### config.mk
export PLATFORM = sky130hd
export DESIGN_NAME = up_uart_tx_flat
export DESIGN_NICKNAME = d
export VERILOG_FILES = /design/src/rtl/up_uart_pkg.sv /design/src/rtl/up_uart_tx_if.sv /design/src/rtl/up_baud_counter.sv /design/src/rtl/up_uart_tx.sv /design/src/flat_wrapper.sv
export SDC_FILE = /design/constraint.sdc
export NUM_CORES = 1
export LEC_CHECK = 0
export CORE_MARGIN = 10
export CORE_UTILIZATION = 45
export DETAILED_ROUTE_END_ITERATION = 8
export PLACE_DENSITY = 0.72
export SYNTH_ARGS = -nofsm -noshare
export SYNTH_HDL_FRONTEND = slang
export SYNTH_SLANG_ARGS = --single-unit
### constraint.sdc
create_clock -name clk -period 1.8 [get_ports clk]
set_input_delay 0.36 -clock clk [delete_from_list [all_inputs] [get_ports clk]]
set_output_delay 0.36 -clock clk [all_outputs]
set_load 0.1 [all_outputs]
### src/rtl/up_uart_pkg.sv
// Shared types and constants for the up_uart_tx serial transmit stage.
package up_uart_pkg;

    localparam int UP_UART_CLKS_PER_BIT_DEFAULT = 434;
    localparam int UP_UART_FRAME_BITS_8N1       = 10;
    localparam int UP_UART_FRAME_BITS_8E1       = 11;

    typedef enum logic [2:0] {
        ST_IDLE,
        ST_START,
        ST_DATA,
        ST_PARITY,
        ST_STOP
    } uart_state_t;

    function automatic logic even_parity(input logic [7:0] data);
        return ^data;
    endfunction

endpackage

### src/rtl/up_uart_tx_if.sv
// Byte/strobe handshake between the memory-mapped UART port and the transmit stage.
interface up_uart_tx_if;
    logic       transmit;
    logic [7:0] load_out;
    logic       busy_tx;

    modport master (output transmit, output load_out, input busy_tx);
    modport slave  (input transmit, input load_out, output busy_tx);
endinterface

### src/rtl/up_baud_counter.sv
// Bit-time counter: counts 0..CLKS_PER_BIT-1, tick on the last cycle of each bit.
module up_baud_counter #(
    parameter int CLKS_PER_BIT = 434
) (
    input  logic clk,
    input  logic rst,
    input  logic clear,
    output logic tick
);
    localparam int CW = (CLKS_PER_BIT > 1) ? $clog2(CLKS_PER_BIT) : 1;
    localparam logic [CW-1:0] LAST = CW'(CLKS_PER_BIT - 1);

    logic [CW-1:0] cnt;

    always_ff @(posedge clk) begin
        if (rst || clear) begin
            cnt <= '0;
        end else if (cnt == LAST) begin
            cnt <= '0;
        end else begin
            cnt <= cnt + CW'(1);
        end
    end

    assign tick = (cnt == LAST) && !clear;

endmodule

### src/rtl/up_uart_tx.sv
// 8N1 UART transmitter with a one-byte holding register.
// Define UP_UART_TX_PARITY_EN to add an even parity bit (8E1 frames).
//
// state     | meaning
// ST_IDLE   | line idle, waiting for a queued byte
// ST_START  | start bit (line low)
// ST_DATA   | eight data bits, LSB first
// ST_PARITY | even parity bit (parity build only)
// ST_STOP   | stop bit; chains straight into the next start if a byte is queued
module up_uart_tx
    import up_uart_pkg::*;
#(
    parameter int CLKS_PER_BIT = UP_UART_CLKS_PER_BIT_DEFAULT
) (
    input  logic         clk,
    input  logic         rst,
    up_uart_tx_if.slave  bus,
    output logic         tx
);
    uart_state_t state;
    logic [7:0]  hold_data;
    logic        hold_valid;
    logic [7:0]  shifter;
    logic [2:0]  bit_idx;
    logic        tick;
    logic        reload;
`ifdef UP_UART_TX_PARITY_EN
    logic        parity_bit;
`endif

    up_baud_counter #(.CLKS_PER_BIT(CLKS_PER_BIT)) u_baud (
        .clk   (clk),
        .rst   (rst),
        .clear (state == ST_IDLE),
        .tick  (tick)
    );

    // Capture needs hold_valid=0, reload needs hold_valid=1, so they never collide.
    assign reload      = hold_valid && ((state == ST_IDLE) || (state == ST_STOP && tick));
    assign bus.busy_tx = hold_valid;

    always_ff @(posedge clk) begin
        if (rst) begin
            state      <= ST_IDLE;
            hold_data  <= '0;
            hold_valid <= 1'b0;
            shifter    <= '0;
            bit_idx    <= '0;
            tx         <= 1'b1;
`ifdef UP_UART_TX_PARITY_EN
            parity_bit <= 1'b0;
`endif
        end else begin
            if (bus.transmit && !hold_valid) begin
                hold_data  <= bus.load_out;
                hold_valid <= 1'b1;
            end

            if (reload) begin
                shifter    <= hold_data;
                hold_valid <= 1'b0;
`ifdef UP_UART_TX_PARITY_EN
                parity_bit <= even_parity(hold_data);
`endif
            end

            case (state)
                ST_IDLE: begin
                    if (hold_valid) begin
                        tx    <= 1'b0;
                        state <= ST_START;
                    end
                end
                ST_START: begin
                    if (tick) begin
                        tx    <= shifter[0];
                        state <= ST_DATA;
                    end
                end
                ST_DATA: begin
                    if (tick) begin
                        shifter <= {1'b0, shifter[7:1]};
                        bit_idx <= bit_idx + 3'd1;
                        if (bit_idx == 3'd7) begin
`ifdef UP_UART_TX_PARITY_EN
                            tx    <= parity_bit;
                            state <= ST_PARITY;
`else
                            tx    <= 1'b1;
                            state <= ST_STOP;
`endif
                        end else begin
                            tx <= shifter[1];
                        end
                    end
                end
`ifdef UP_UART_TX_PARITY_EN
                ST_PARITY: begin
                    if (tick) begin
                        tx    <= 1'b1;
                        state <= ST_STOP;
                    end
                end
`endif
                ST_STOP: begin
                    if (tick) begin
                        if (hold_valid) begin
                            tx    <= 1'b0;
                            state <= ST_START;
                        end else begin
                            tx    <= 1'b1;
                            state <= ST_IDLE;
                        end
                    end
                end
                default: begin
                    tx    <= 1'b1;
                    state <= ST_IDLE;
                end
            endcase
        end
    end

endmodule

### src/flat_wrapper.sv
// flat-port wrapper written by rule: the top's interface ports become plain ports
module up_uart_tx_flat import up_uart_pkg::*;
#(
    parameter int CLKS_PER_BIT = UP_UART_CLKS_PER_BIT_DEFAULT
)
  (clk, rst, tx, bus_transmit, bus_load_out, bus_busy_tx);
  up_uart_tx_if bus_i ();
  input  logic clk;
  input  logic rst;
  output logic tx;
  input wire logic [$bits(bus_i.transmit)-1:0] bus_transmit;
  input wire logic [$bits(bus_i.load_out)-1:0] bus_load_out;
  output wire logic [$bits(bus_i.busy_tx)-1:0] bus_busy_tx;
  assign bus_i.transmit = bus_transmit;
  assign bus_i.load_out = bus_load_out;
  assign bus_busy_tx = bus_i.busy_tx;
  up_uart_tx #(.CLKS_PER_BIT(CLKS_PER_BIT)) u_core (.clk(clk), .rst(rst), .bus(bus_i), .tx(tx));
endmodule
==> flow_metrics.env, run 1 <==
export IMPL_grt_use_total_pct=9.759
export IMPL_r2r_cells=6
export IMPL_synth_most_common_cell="dfxtp_1"
export IMPL_synth_area_leaders="dfxtp_1 (43%), mux2i_1 (10%), xor2_1 (4.0%), nor2_1 (3.9%), nor2_2 (3.7%)"
export IMPL_fin_setup_tns_ns=0
export IMPL_outcome="finished, final reports clean"
export IMPL_ctsHtreeMaxLevel=2
export IMPL_crit_required_ns=2.06
export IMPL_hold_class="flop to flop"
export IMPL_hold_viol=0
export IMPL_die_area_mm2=0.006122
export IMPL_drt_pass1_iterations=4
export IMPL_dp_slack_ns=0.07302
export IMPL_synth_enable_flop_cells=0
export IMPL_finalSetupViolCount=0
export IMPL_wirelength_um=2794
export IMPL_synthArstFlopShare_pct=0
export IMPL_yosys_warnings=0
export IMPL_busiest_layer="met2"
export IMPL_synth_top_area_share_pct=43.28
export IMPL_fp_dieH_um=78.24
export IMPL_synth_seq_area_share_pct=43.28
export IMPL_cts_sinks=33
export IMPL_skew_ns=0.01484
export IMPL_wl_per_cell_um=12.94
export IMPL_cts_buffer_depth=2
export IMPL_slew_viol_final=0
export IMPL_diodes=0
export IMPL_dpl_hpwl_um=2097
export IMPL_multi_input_area_um2=789.5
export IMPL_syn_area_mm2=0.001526
export IMPL_synthFlopType="dfxtp_1"
export IMPL_yosysTopAreaCell="dfxtp_1"
export IMPL_global_route_usage_met1_pct=10.93
export IMPL_core_area_mm2=0.003311
export IMPL_power_leakage_uw=0.0007285
export IMPL_io_pins=13
export IMPL_finalCriticalPeriod_ns=1.690
export IMPL_drtIter0Drc=119
export IMPL_netlist_top_cells_count="dfxtp_1 (33), mux2i_1 (16), nor2_1 (16), nor2_2 (9), nand2_1 (8)"
export IMPL_path_max_fanout=9
export IMPL_portBuffers=12
export IMPL_die_x_um=78.24
export IMPL_finalCritPeriodShare_pct=93.91
export IMPL_grt_met3_usage_pct=4.670
export IMPL_pwr_density_cell_mw_per_mm2=871.6
export IMPL_max_cap_viol_count=0
export IMPL_fmax_mhz=591.6
export IMPL_grt_max_degree=15
export IMPL_rsz0062_at_grt="yes"
export IMPL_crit_path_start_kind="flop"
export IMPL_grt_pass1_wl_um=4857
export IMPL_arrival_ns=1.95
export IMPL_clock_latency_ns=0.33
export IMPL_synth_cell_types=38
export IMPL_syn_avg_cell_area_um2=9.848
export IMPL_drcViolationCount=0
export IMPL_cts_buffers=5
export IMPL_syn_to_final_growth_pct=16.23
export IMPL_n_fill_cell=311
export IMPL_gp_congestion=0.8460
export IMPL_initial_utilization_pct=46.11
export IMPL_grt_pass1_vias=1091
export IMPL_grt_overflow=0
export IMPL_holdBufCountCts=0
export IMPL_fin_ws_ns=0.1095
export IMPL_postLayoutCoreUtil_pct=53.59
export IMPL_peakVddDrop_uv=515.8
export IMPL_netlist_instances=155
export IMPL_finalPower_uw=1546
export IMPL_vias=1136
export IMPL_whs_ns=0.4541
export IMPL_grtUsageMet2_pct=15.63
export IMPL_clk_pin_slew_ns=0.10
export IMPL_cts_setup_buffers=0
export IMPL_cts_tree="done"
export IMPL_postRouteAntennaNets=0
export IMPL_cts_root_buf="clkbuf_4"
export IMPL_rows=21
export IMPL_worstHoldPathCells=2
export IMPL_syn_nets=170
export IMPL_drive_gt1_share_pct=18.82
export IMPL_tightestPinTransition_ns=0.4790
export IMPL_post_drt_via_cell_ratio=5.259
export IMPL_slew_headroom_pct=68.07
export IMPL_fin_nets=184
export IMPL_grt_antenna_before_repair=0
export IMPL_seqCellArea_um2=660.6
export IMPL_synth_seq_cells=33
export IMPL_endpoint_kind="flop"
export IMPL_path_class="flop to flop"
worst max-delay path, cell delays in order, from the launching register on:
cell and delay, ns:
dfxtp_1 0.40, inv_1 0.06, ha_1 0.21, nand4b_4 0.13, nor2_4 0.08, or3_1 0.56, nor2_2 0.17
area by class of cell:
class                           instances  area share [%]
Clock buffer                            7           3.103
Clock inverter                          1           1.693
Inverter                                3          0.6347
Multi-Input combinational cell        110           44.50
Sequential cell                        33           37.24
Tap cell                               46           3.244
Timing Repair Buffer                   16           9.591
layout by cell type (no fill, tap or decap), types with 4 or more instances in the layout:
master	netlist	routed
nand3_1	4	4
clkdlybuf4s50_1	0	10
nor2_2	9	9
dfxtp_1	33	33
a21oi_1	5	5
buf_4	2	4
nor3_1	6	6
xor2_1	7	7
ha_1	4	4
clkbuf_4	0	5
mux2i_1	16	16
nand2_1	8	8
o21ai_1	7	7
nor2_1	16	16
flip-flops by register name (all words and copies together) (netlist names):
| name | flops |
|---|---|
| u_core.u_baud.cnt | 9 |
| u_core.hold_data | 8 |
| u_core.shifter | 8 |
| u_core.bit_idx | 3 |
| u_core.state | 3 |
| u_core.bus.busy_tx | 1 |
| u_core.tx | 1 |
path summary, 6_finish.rpt:
check | start | endpoint | slack, ns
min reg2reg | u_core.shifter[6] | u_core.shifter[5] | 0.45
max | u_core.u_baud.cnt[1] | u_core.u_baud.cnt[7] | 0.11
max reg2reg | u_core.u_baud.cnt[1] | u_core.u_baud.cnt[7] | 0.11
min | u_core.shifter[6] | u_core.shifter[5] | 0.45
cell families (layout without fill, tap and decap cells):
logic type | Yosys count | in the layout | share of synthesized area (%)
buf+inv | 12 | 27 | 5.573
xor+xnor | 8 | 8 | 4.590
compound gates | 22 | 22 | 9.017
mux | 16 | 16 | 10.49
flops | 33 | 33 | 43.28
simple gates | 60 | 60 | 23.77
fa+ha+maj | 4 | 4 | 3.279
per-stage QoR:
stage | instance area, µm² | instances
final | 1774 | 216
after global routing | 1774 | 216
after CTS | 1765 | 216
after detailed placement | 1680 | 208
after global placement | 1680 | 208
after floorplan | 1526 | 155
routing by layer:
metal / wire [µm] / vias to the layer above / share of wire (%)
li1: - / 569 / -
met1: 1227 / 529 / 44
met2: 1354 / 34 / 48
met3: 187 / 4 / 6.7
met4: 25 / 0 / 0.89
met5: 0 / - / 0
where the power goes:
| part | total [µW] | internal (µW) | switching [µW] |
|---|---|---|---|
| Clock | 573 | 332 | 241 |
| Sequential | 780 | 756 | 24.6 |
| Combinational | 193 | 89.0 | 104 |
repair_timing:
action,CTS,global route
resized for setup,0,2
endpoints found under the setup margin,0,10
endpoints found under the hold margin,0,0
No activity file was read; power rests on OpenSTA's default activity.
==> inputs of run 2 (changes only) <==
Settings changed: GPL_TIMING_DRIVEN set to 0, SYNTH_HIERARCHICAL set to 1.
==> flow_metrics.env, run 2 <==
export IMPL_fmax_mhz=559.1
export IMPL_clock_latency_ns=0.33
export IMPL_switching_share_pct=23.34
export IMPL_syn_nets=172
export IMPL_tightestPinTransition_ns=0.5441
export IMPL_p_clk_share_pct=37.4
export IMPL_drive_gt1_share_pct=24.46
export IMPL_synthArstFlopShare_pct=0
export IMPL_final_cell_area_mm2=0.001919
export IMPL_io_pins=13
export IMPL_cts_tree="done"
export IMPL_die_area_mm2=0.006096
export IMPL_grt_overflow=0
export IMPL_synth_seq_area_share_pct=43.53
export IMPL_top_layer="met4"
export IMPL_synth_top_area_share_pct=43.53
export IMPL_yosysTopAreaCell="dfxtp_1"
export IMPL_finalSetupViolCount=0
export IMPL_rows=21
export IMPL_largest_register="u_core/u_baud/cnt"
export IMPL_dr_wl_met3_um=135
export IMPL_grt_max_degree=11
export IMPL_r2r_slack_ns=0.01
export IMPL_arrival_ns=2.01
export IMPL_drcViolationCount=0
export IMPL_met2_length_um=1528
export IMPL_grt_pass1_wl_um=5030
export IMPL_crit_path_start="u_core/u_baud/cnt[2]"
export IMPL_postRouteAntennaNets=0
export IMPL_rsz0062_at_grt="yes"
export IMPL_path_class="flop to flop"
export IMPL_postPlaceCellArea_mm2=0.001734
export IMPL_power_leakage_uw=0.0008026
export IMPL_endpoint_kind="flop"
export IMPL_drt_pass1_iterations=4
export IMPL_hold_class="flop to flop"
export IMPL_slowest_stage="or3_4"
export IMPL_wirelength_um=2939
export IMPL_dp_slack_ns=-0.2441
export IMPL_synthFlopType="dfxtp_1"
export IMPL_netlist_top_cells_count="dfxtp_1 (33), nor2_1 (22), mux2i_1 (18), nand2_1 (13), o21ai_1 (7)"
export IMPL_wl_per_cell_um=12.78
export IMPL_cpPeakStageDelay_ns=0.40
export IMPL_initial_utilization_pct=46.21
export IMPL_r2r_cells=8
export IMPL_grt_pass1_vias=1218
export IMPL_syn_to_final_growth_pct=26.46
export IMPL_syn_area_mm2=0.001518
export IMPL_final_common_cell="dfxtp_1"
export IMPL_outcome="finished, final reports clean"
export IMPL_grt_antenna_before_repair=0
export IMPL_cp_cell_sequence="or3_4, nor4_4, buf_4, nand2b_4, nand3_2, buf_6, mux2i_1, o21ai_1"
export IMPL_combPwrFrac_pct=11.9
export IMPL_cp_endpoint="u_core/shifter[5]"
export IMPL_diodes=0
export IMPL_yosys_warnings=6
export IMPL_grt_use_total_pct=9.977
export IMPL_synth_most_common_cell="dfxtp_1"
export IMPL_slew_headroom_pct=63.90
export IMPL_cts_buffers=5
export IMPL_p_int_uw=1166
export IMPL_vias=1200
export IMPL_largest_reg_flops=9
export IMPL_slew_viol_final=0
export IMPL_crit_required_ns=2.02
export IMPL_reg_top3="u_core/u_baud/cnt x9, u_core/hold_data x8, u_core/shifter x8"
export IMPL_core_area_mm2=0.003284
export IMPL_gp_congestion=0.8098
export IMPL_dpl_hpwl_um=2048
export IMPL_r2r_end="u_core/shifter[5]"
export IMPL_peakVddDrop_uv=461.3
export IMPL_ctsHtreeMaxLevel=2
export IMPL_finalPower_uw=1521
export IMPL_synth_area_leaders="dfxtp_1 (44%), mux2i_1 (12%), nor2_1 (5.4%), ha_1 (3.3%), nand2_1 (3.2%)"
export IMPL_max_cap_viol_count=0
export IMPL_netlist_instances=157
export IMPL_portBuffers=12
export IMPL_cts_buffer_depth=2
export IMPL_p_sw_uw=354.9
export IMPL_die_x_um=78.08
export IMPL_fp_dieH_um=78.08
export IMPL_final_cell_mix="dfxtp_1 (26), nor2_1 (21), mux2i_1 (18), nand2_1 (11), clkdlybuf4s50_1 (10)"
export IMPL_reg2reg_from="u_core/u_baud/cnt[2]"
export IMPL_finalCritPeriodShare_pct=99.36
export IMPL_path_max_fanout=9
export IMPL_synth_seq_cells=33
export IMPL_cts_root_buf="clkbuf_4"
export IMPL_pwr_density_cell_mw_per_mm2=792.4
export IMPL_finalCriticalPeriod_ns=1.788
export IMPL_hold_viol=0
export IMPL_post_drt_via_cell_ratio=5.217
export IMPL_crit_path_start_kind="flop"
export IMPL_skew_ns=0.007279
export IMPL_drtIter0Drc=54
export IMPL_fin_nets=198
export IMPL_met1Wirelength_um=1236
export IMPL_fin_ws_ns=0.01157
export IMPL_cts_sinks=33
export IMPL_syn_avg_cell_area_um2=9.667
export IMPL_p_seq_share_pct=50.7
export IMPL_clk_pin_slew_ns=0.10
export IMPL_synth_cell_types=38
export IMPL_synth_enable_flop_cells=0
run 2: repair_timing:
action | CTS | global route
buffers inserted | 6 | 1
pin swaps | 6 | 3
resized for setup | 14 | 9
hold buffers | 0 | 0
endpoints found under the setup margin | 15 | 14
run 2: worst min-delay path by stage:
stage | cells past startpoint | slack, ns | start | end
finish | 1 | 0.45 | u_core/u_baud/cnt[0] | u_core/u_baud/cnt[0]
global route | 1 | 0.47 | u_core/u_baud/cnt[0] | u_core/u_baud/cnt[0]
CTS | 2 | 0.45 | u_core/shifter[4] | u_core/shifter[3]
detailed placement | 2 | 0.44 | u_core/shifter[4] | u_core/shifter[3]
global placement | 2 | 0.44 | u_core/shifter[2] | u_core/shifter[1]
floorplan | 2 | 0.43 | u_core/shifter[2] | u_core/shifter[1]
run 2: layout make-up:
cell class	instances	area [µm²]
plain buffers	8	91.34
clock buffers	7	55.05
clock inverters	1	30.03
fillers	290	1365
inverters	3	11.26
multi-input cells	113	820.8
flip-flops and latches	33	671.9
well taps	46	57.56
repair buffers	19	181.4
run 2: layer usage:
| metal | track usage [%] | vias to the layer above |
|---|---|---|
| met2 | 17.43 | 23 |
| li1 | - | 608 |
| met3 | 3.075 | 4 |
| met1 | 10.22 | 565 |
| met4 | 6.093 | 0 |
| met5 | 0 | - |
run 2: logic make-up after synthesis:
| kind of cell | share of synthesized area [%] |
|---|---|
| fa+ha+maj | 3.298 |
| mux | 12.61 |
| flops | 43.53 |
| buf+inv | 6.348 |
| compound gates | 11.79 |
| xor+xnor | 1.732 |
| simple gates | 20.69 |
run 2: critical path, delay by kind of cell (launching register included):
| family | cells | cell delay [ns] |
|---|---|---|
| buffers and inverters | 2 | 0.35 |
| multiplexers | 1 | 0.15 |
| AND/OR/NAND/NOR | 4 | 0.76 |
| AO/OA/AOI/OAI | 1 | 0.07 |
| flip-flops | 1 | 0.35 |
run 2: per-stage QoR:
step | util, % | setup TNS [ns] | hold slack [ns] | instances
after floorplan | - | -0.2869 | 0.4280 | 157
after global placement | 52.80 | -1.231 | 0.4365 | 215
after detailed placement | 52.80 | -2.419 | 0.4408 | 215
after CTS | 57.83 | -0.4881 | 0.4525 | 229
after global routing | 58.44 | -1.068 | 0.4666 | 230
final | 58.44 | 0 | 0.4455 | 230
run 2: power by group through the flow:
stage	clock (µW)	sequential, µW	combinational (µW)
global route	626	775	195
detailed placement	0	789	179
floorplan	0	815	100
global placement	0	787	174
finish	569	771	181
CTS	593	771	181
==> inputs of run 3 (changes only) <==
Settings changed: ABC_AREA set to 0, REMOVE_ABC_BUFFERS set to 1.
==> flow_metrics.env, run 3 (synthesis results as in run 2) <==
export IMPL_diodes=0
export IMPL_fin_ws_ns=-0.04680
export IMPL_io_pins=13
export IMPL_skew_ns=0.01023
export IMPL_largest_reg_flops=9
export IMPL_cts_tree="done"
export IMPL_crit_path_start_kind="flop"
export IMPL_grt_use_total_pct=10.92
export IMPL_portBuffers=12
export IMPL_crit_path_start="u_core/u_baud/cnt[2]"
export IMPL_postRouteAntennaNets=0
export IMPL_drtIter0Drc=71
export IMPL_grt_overflow=0
export IMPL_clk_pin_slew_ns=0.09
export IMPL_dpl_hpwl_um=1933
export IMPL_grt_met3_usage_pct=3.189
export IMPL_largest_register="u_core/u_baud/cnt"
export IMPL_arrival_ns=2.08
export IMPL_wirelength_um=3132
export IMPL_max_cap_viol_count=0
export IMPL_path_class="flop to flop"
export IMPL_final_cell_mix="dfxtp_1 (24), nor2_1 (21), mux2i_1 (18), nand2_1 (11), clkdlybuf4s50_1 (10)"
export IMPL_grt_pass1_wl_um=5264
export IMPL_ctsHtreeMaxLevel=2
export IMPL_crit_required_ns=2.03
export IMPL_drive_gt1_share_pct=25.41
export IMPL_cts_sinks=33
export IMPL_global_route_usage_met1_pct=11.18
export IMPL_slew_headroom_pct=38.34
export IMPL_hold_viol=0
export IMPL_grt_max_degree=19
export IMPL_fp_dieH_um=78.08
export IMPL_die_area_mm2=0.006096
export IMPL_wl_per_cell_um=13.80
export IMPL_whs_ns=0.4397
export IMPL_finalSetupViolCount=2
export IMPL_reg_top3="u_core/u_baud/cnt x9, u_core/hold_data x8, u_core/shifter x8"
export IMPL_reg2reg_from="u_core/u_baud/cnt[2]"
export IMPL_initial_utilization_pct=46.21
export IMPL_post_drt_via_cell_ratio=5.313
export IMPL_grt_pass1_vias=1164
export IMPL_slew_viol_final=0
export IMPL_grtUsageMet2_pct=18.75
export IMPL_finalCriticalPeriod_ns=1.847
export IMPL_cts_buffer_depth=2
export IMPL_peakVddDrop_uv=342.3
export IMPL_worstHoldStart="u_core/u_baud/cnt[0]"
export IMPL_drcViolationCount=0
export IMPL_gp_congestion=0.7486
export IMPL_syn_to_final_growth_pct=22.18
export IMPL_rows=21
export IMPL_fin_nets=195
export IMPL_n_fill_cell=289
export IMPL_die_x_um=78.08
export IMPL_holdBufCountCts=0
export IMPL_outcome="finished with violations"
export IMPL_power_leakage_uw=0.0007670
export IMPL_violations="negative setup slack"
export IMPL_cts_buffers=5
export IMPL_fmax_mhz=541.5
export IMPL_rsz0062_at_grt="yes"
export IMPL_pwr_density_cell_mw_per_mm2=719.6
export IMPL_hold_class="flop to flop"
export IMPL_finalCritPeriodShare_pct=102.6
export IMPL_drt_pass1_iterations=4
export IMPL_grt_antenna_before_repair=0
export IMPL_final_common_cell="dfxtp_1"
export IMPL_endpoint_kind="flop"
export IMPL_busiest_layer="met2"
export IMPL_path_max_fanout=5
export IMPL_vias=1206
export IMPL_fin_setup_tns_ns=-0.04789
export IMPL_tightestPinTransition_ns=0.9230
export IMPL_clock_latency_ns=0.35
export IMPL_core_area_mm2=0.003284
export IMPL_cts_root_buf="clkbuf_4"
run 3: cell types whose count changed in the layout (fill, tap and decap cells not counted), moves of 2 or more:
cell	change
clkinv_2	+2
nand3_4	+2
dfxtp_1	-2
buf_4	+2
clkbuf_8	-2
dfxtp_4	+2
run 3: path summary, 6_finish.rpt:
kind	end	slack (ns)	cells past startpoint
worst max-delay path	u_core/tx	-0.05	7
worst min-delay path	u_core/u_baud/cnt[0]	0.44	1
worst max register to register	u_core/tx	-0.05	7
worst min register to register	u_core/u_baud/cnt[0]	0.44	1
run 3: layout make-up:
cell class              count  area (µm²)  area share, %
flip-flops and latches     33       679.4          36.64
well taps                  46       57.56          3.104
multi-input cells         114       848.3          45.75
inverters                   3       11.26         0.6073
clock buffers               6       41.29          2.227
clock inverters             2       10.01         0.5398
repair buffers             23       206.4          11.13
run 3: per-layer routing:
metal | part of all wire (%) | routed length, µm
met5 | 0 | 0
met4 | 3.3 | 102
met3 | 3.6 | 113
met2 | 53 | 1645
met1 | 41 | 1271
run 3: repair_timing:
action                                  in CTS  in global routing
endpoints found under the setup margin      18                 18
pin swaps                                    7                  3
gates resized for setup                     27                 12
cloned                                       1                  0
buffers inserted                             9                  2
endpoints found under the hold margin        0                  0
run 3: where the power goes:
group          switching [µW]  internal, µW  leakage (µW)  total [µW]
registers                27.6           752      0.000274         779
logic                    92.1          68.1      0.000461         160
clock network             246           148     0.0000320         395
run 3: through the flow:
| stage | utilization, % | power (µW) | instance area (µm²) | instances | setup WS, ns |
|---|---|---|---|---|---|
| floorplan | - | 892.2 | 1433 | 149 | -0.6659 |
| global placement | 49.03 | 941.3 | 1610 | 207 | -1.056 |
| detailed placement | 49.03 | 946.3 | 1610 | 207 | -1.121 |
| CTS | 54.90 | 1349 | 1803 | 225 | -0.1266 |
| global route | 56.46 | 1400 | 1854 | 227 | -0.1285 |
| finish | 56.46 | 1334 | 1854 | 227 | -0.04680 |
run 3: worst max-delay path, stage by stage (launching register included):
cell and delay, ns:
dfxtp_4 0.36, or3_4 0.41, nor4_4 0.18, buf_4 0.19, and2b_2 0.23, nand2_2 0.07
o21ai_1 0.06, a211o_1 0.25
